[config.mk]
export PLATFORM = sky130hd
export DESIGN_NAME = pulse_train_gen
export DESIGN_NICKNAME = d
export VERILOG_FILES = /design/src/rtl/pulse_train_gen.sv
export SDC_FILE = /design/constraint.sdc
export NUM_CORES = 1
export LEC_CHECK = 0
export BUFFER_PORTS_ARGS = -buffer_cell sky130_fd_sc_hd__buf_4
export CORE_ASPECT_RATIO = 1.75
export CORE_MARGIN = 5
export CORE_UTILIZATION = 55
export DETAILED_ROUTE_END_ITERATION = 8
export PLACE_DENSITY_LB_ADDON = 0.05
export SKIP_LAST_GASP = 1
export SLEW_MARGIN = 20
export SYNTH_ARGS = -nofsm -noshare
export SYNTH_HDL_FRONTEND = slang
export SYNTH_SLANG_ARGS = --single-unit
export TNS_END_PERCENT = 50
[constraint.sdc]
create_clock -name clk -period 2.4 [get_ports clk]
set_input_delay 0.24 -clock clk [delete_from_list [all_inputs] [get_ports clk]]
set_output_delay 0.24 -clock clk [all_outputs]
set_load 0.02 [all_outputs]
[src/rtl/pulse_train_gen.sv]
// pulse_train_gen: start-triggered train of n_pulses pulses of given width and period, selectable polarity
module pulse_train_gen #(
    parameter int CNT_W  = 16,
    parameter int WID_W  = 12,
    parameter int NUM_W  = 8,
    parameter bit RETRIG = 1'b0
) (
    input  logic             clk,
    input  logic             rst_n,
    input  logic             start,
    input  logic [CNT_W-1:0] period,
    input  logic [WID_W-1:0] width,
    input  logic [NUM_W-1:0] n_pulses,
    input  logic             invert,
    output logic             pulse,
    output logic             busy,
    output logic             done,
    output logic [NUM_W-1:0] pulse_cnt
);
    typedef enum logic [1:0] {IDLE, HIGH, LOW} state_t;
    state_t           state;
    logic             s1, s2, s3;
    logic             trig, load, zero_x, invert_q;
    logic [CNT_W-1:0] width_x, period_x, we_x, period_q, we_q, cnt;
    logic [NUM_W-1:0] n_q;
    assign trig     = s2 & ~s3;
    assign load     = trig && (state == IDLE || RETRIG);
    assign width_x  = CNT_W'(width);
    assign period_x = (period == '0) ? width_x : period;
    assign we_x     = (width_x < period_x) ? width_x : period_x;
    assign zero_x   = (n_pulses == '0) || (width == '0);
    always_ff @(posedge clk or negedge rst_n) begin
        if (!rst_n) begin
            {s1, s2, s3} <= '0;
            state        <= IDLE;
            pulse        <= 1'b0;
            busy         <= 1'b0;
            done         <= 1'b0;
            pulse_cnt    <= '0;
            period_q     <= '0;
            we_q         <= '0;
            n_q          <= '0;
            invert_q     <= 1'b0;
            cnt          <= '0;
        end else begin
            s1   <= start;
            s2   <= s1;
            s3   <= s2;
            done <= 1'b0;
            if (load) begin
                period_q  <= period_x;
                we_q      <= we_x;
                n_q       <= n_pulses;
                invert_q  <= invert;
                cnt       <= CNT_W'(1);
                pulse_cnt <= zero_x ? '0 : NUM_W'(1);
                state     <= zero_x ? IDLE : HIGH;
                busy      <= !zero_x;
                done      <= zero_x;
                pulse     <= zero_x ? invert : ~invert;
            end else begin
                case (state)
                    HIGH: begin
                        if (cnt != we_q) begin
                            cnt <= cnt + 1'b1;
                        end else if (pulse_cnt == n_q) begin
                            state <= IDLE;
                            pulse <= invert_q;
                            busy  <= 1'b0;
                            done  <= 1'b1;
                        end else if (we_q == period_q) begin
                            // width fills the whole period: keep the level, start next pulse
                            cnt       <= CNT_W'(1);
                            pulse_cnt <= pulse_cnt + 1'b1;
                        end else begin
                            state <= LOW;
                            pulse <= invert_q;
                            cnt   <= cnt + 1'b1;
                        end
                    end
                    LOW: begin
                        if (cnt == period_q) begin
                            state     <= HIGH;
                            pulse     <= ~invert_q;
                            cnt       <= CNT_W'(1);
                            pulse_cnt <= pulse_cnt + 1'b1;
                        end else begin
                            cnt <= cnt + 1'b1;
                        end
                    end
                    default: pulse <= invert_q;
                endcase
            end
        end
    end
endmodule

==> qor.yml <==
grt:
  globalRouteTotalUtil: 0.242
  grt_pass1_wl_um: 19100
  grt_overflow: 0
  grt_pass1_vias: 3967
  antenna_found_initial: 0
  grt_max_degree: 74
yosys:
  ys_seq_elements: 73
  synth_area_sq_mm: 0.00449
  syn_area_per_cell_sq_um: 9.39
  syn_inst: 478
  yosys_warnings: 0
  synth_cell_types: 53
  async_flop_share: 1.00
  ys.flop_type: "dfrtp_1"
  syn-num-nets: 531
  synth_top_area_cell: "dfrtp_1"
  ys_top_cells_by_area: "dfrtp_1 41%, xor2_1 8.4%, nand2_1 5.9%, o31ai_1 3.8%, ha_1 3.6%"
  yosysTopAreaCellShare: 0.407
  synth_enable_flop_cells: 0
  seq_area_frac_synth: 0.407
routing:
  drc: 0
  dr.pass1.iters: 5
  vias_per_cell: 6.03
  totalWireLength_um: 11900
  dr_total_vias: 4005
  detail_route.wl_per_cell_um: 17.9
  ant_nets: 0
  drtIter0Drc: 222
power_and_ir_drop:
  ir_drop_mv: 0.583
  p_sw_w: 0.00220
  leakage_nw: 2.67
  seqPwrFrac: 0.386
  power_per_cell_area_mw_per_mm2: 984
  clkPwrFrac: 0.237
  p_int_w: 0.00350
  combPwrFrac: 0.378
  sw_frac_of_total: 0.386
timing:
  finalHoldViolCount: 0
  final.setup.tns_ns: -0.0447
  setup_ws_ns: -0.0161
  slew_headroom: 0.393
  setup_violations: 6
  fmax_mhz: 414
  fin_crit_ns: 2.42
  fin_hold_ws_ns: 0.0222
  rsz0062_at_grt: "yes"
  period_share: 1.01
  finalMaxSlewViolations: 0
  clock_skew_ns: 0.0105
  tightest_slew_ns: 0.911
critical_path:
  worst-r2r-cell-count: 7
  critPathTopFamily: "compound AO/OA/AOI/OAI gates"
  criticalPathCategory: "input port to register"
  critPathBufInv: 4
  end_kind: "register"
  crit_chain: "buf_6, nor4_4, and4_1, buf_6, buf_6, a21oi_4, ha_4, a21o_1, a21o_1, a211oi_2, buf_4, o21a_4, o31ai_4, a31oi_1"
  rrSetupSlack_ns: 0.15
  cpMostUsedCell: "buf_6"
  crit_arrival_ns: 2.67
  critPathMaxFanout: 7
  max_stage_delay_ns: 0.31
  r2r-start: "cnt[4]"
  required_ns: 2.65
  critPathLaunchType: "input port"
  r2r_end: "cnt[3]"
  crit_slowest_cell: "nor4_4"
hold_path:
  hold_class: "input port to async pin"
job:
  drv_cap: 0
placed_design:
  place.gp.congestion: 0.865
  hpwlAfterDp_um: 8650
  place_inst: 637
  portBuffers: 50
  post_dp_cell_area_sq_mm: 0.00523
cts:
  cts_tree: "yes"
  clock_latency_ns: 0.34
  clkSlewWorstSetupHoldPaths_ns: 0.06
  cts_root_buf: "clkbuf_16"
  cts.sinks: 73
  cts_made_buffers: 9
  cts_htree_levels: 3
  cts_buffer_depth: 2
floorplanning:
  coreArea_sq_mm: 0.00796
  core.rowCount: 43
  die_w_um: 78.3
  ios: 51
  die_area_sq_mm: 0.0101
  die_y_um: 130
  start_util: 0.564
final_layout:
  drive_gt1_frac: 0.284
  final_cell_mix: "97 x buf_4, 73 x dfrtp_1, 71 x nand2_1"
  final_common_cell: "buf_4"
  areaGrowthSynthToFinish_pct: 29.1
  diodes: 0
  instances_no_fill: 664
  finalInstanceArea_sq_mm: 0.00580
  nets: 622
  final_core_util: 0.728
status:
  outcome: "finished with violations"
  failed_checks: "negative setup slack"
power by group through the flow:
stage | logic (W) | registers [W] | clock network (W)
CTS | 0.00214 | 0.00220 | 0.00138
floorplan | 0.00154 | 0.00211 | 0
global route | 0.00240 | 0.00227 | 0.00143
finish | 0.00215 | 0.00220 | 0.00135
global placement | 0.00203 | 0.00221 | 0
detailed placement | 0.00209 | 0.00222 | 0
through the flow:
stage	total power, W	worst slack (ns)
global route	0.00610	-0.187
floorplan	0.00365	-0.182
global placement	0.00424	-0.466
detailed placement	0.00432	-0.537
CTS	0.00572	-0.0232
finish	0.00570	-0.0161
registers in the layout, summed over array words and instances, names as in the netlist, 2 cells and up:
name       cells
pulse_cnt      8
state          2
period_q      16
n_q            8
cnt           16
we_q          16
Yosys cell counts (all sizes together), types with 9 or more instances:
| master | count |
|---|---|
| or4 | 9 |
| a31oi | 16 |
| ha | 13 |
| o21ai | 20 |
| xnor2 | 16 |
| dfrtp | 73 |
| o31ai | 24 |
| xor2 | 43 |
| nand4 | 10 |
| buf | 13 |
| a21oi | 27 |
| nand2 | 71 |
| nor2 | 20 |
| nor4 | 20 |
| nand3 | 26 |
| clkbuf | 15 |
layer usage:
layer	up-vias	wire length, um	track usage
li1	1925	-	-
met1	1911	4600	0.278
met2	124	6200	0.426
met3	45	532	0.0473
met4	0	558	0.124
met5	-	0	0
how the worst max path moves through the flow:
stage                          start       end  cells past startpoint
after global placement    period[10]   we_q[5]                     13
after CTS                 period[14]   we_q[4]                     13
after detailed placement   period[3]   we_q[4]                     12
final                     period[12]   we_q[4]                     14
after global routing      period[12]   we_q[4]                     12
after floorplan           period[12]  we_q[10]                     13
logic make-up after synthesis:
group,Yosys count,synth area share
AOI/OAI and AO/OA,109,0.163
xor gates and xnor gates,59,0.115
adders and majority gates,13,0.0362
buffers and inverters,33,0.0398
DFF,73,0.407
muxes,8,0.0184
and+or+nand+nor,183,0.221
layout make-up:
type	count	area [sq um]
multi-input cells	373	2680
fillers	612	2170
flip-flops and latches	73	1830
repair buffers	107	857
clock buffers	9	225
well taps	90	113
clock inverters	7	77.6
inverters	5	18.8
timing repair:
item	CTS	global route
gates cloned	2	1
gates resized for setup	20	22
setup buffers	4	4
hold endpoints to repair	1	0
hold buffers	1	0
setup endpoints to repair	12	19
pin swaps	15	19
Power figures use the tool's default switching activity.
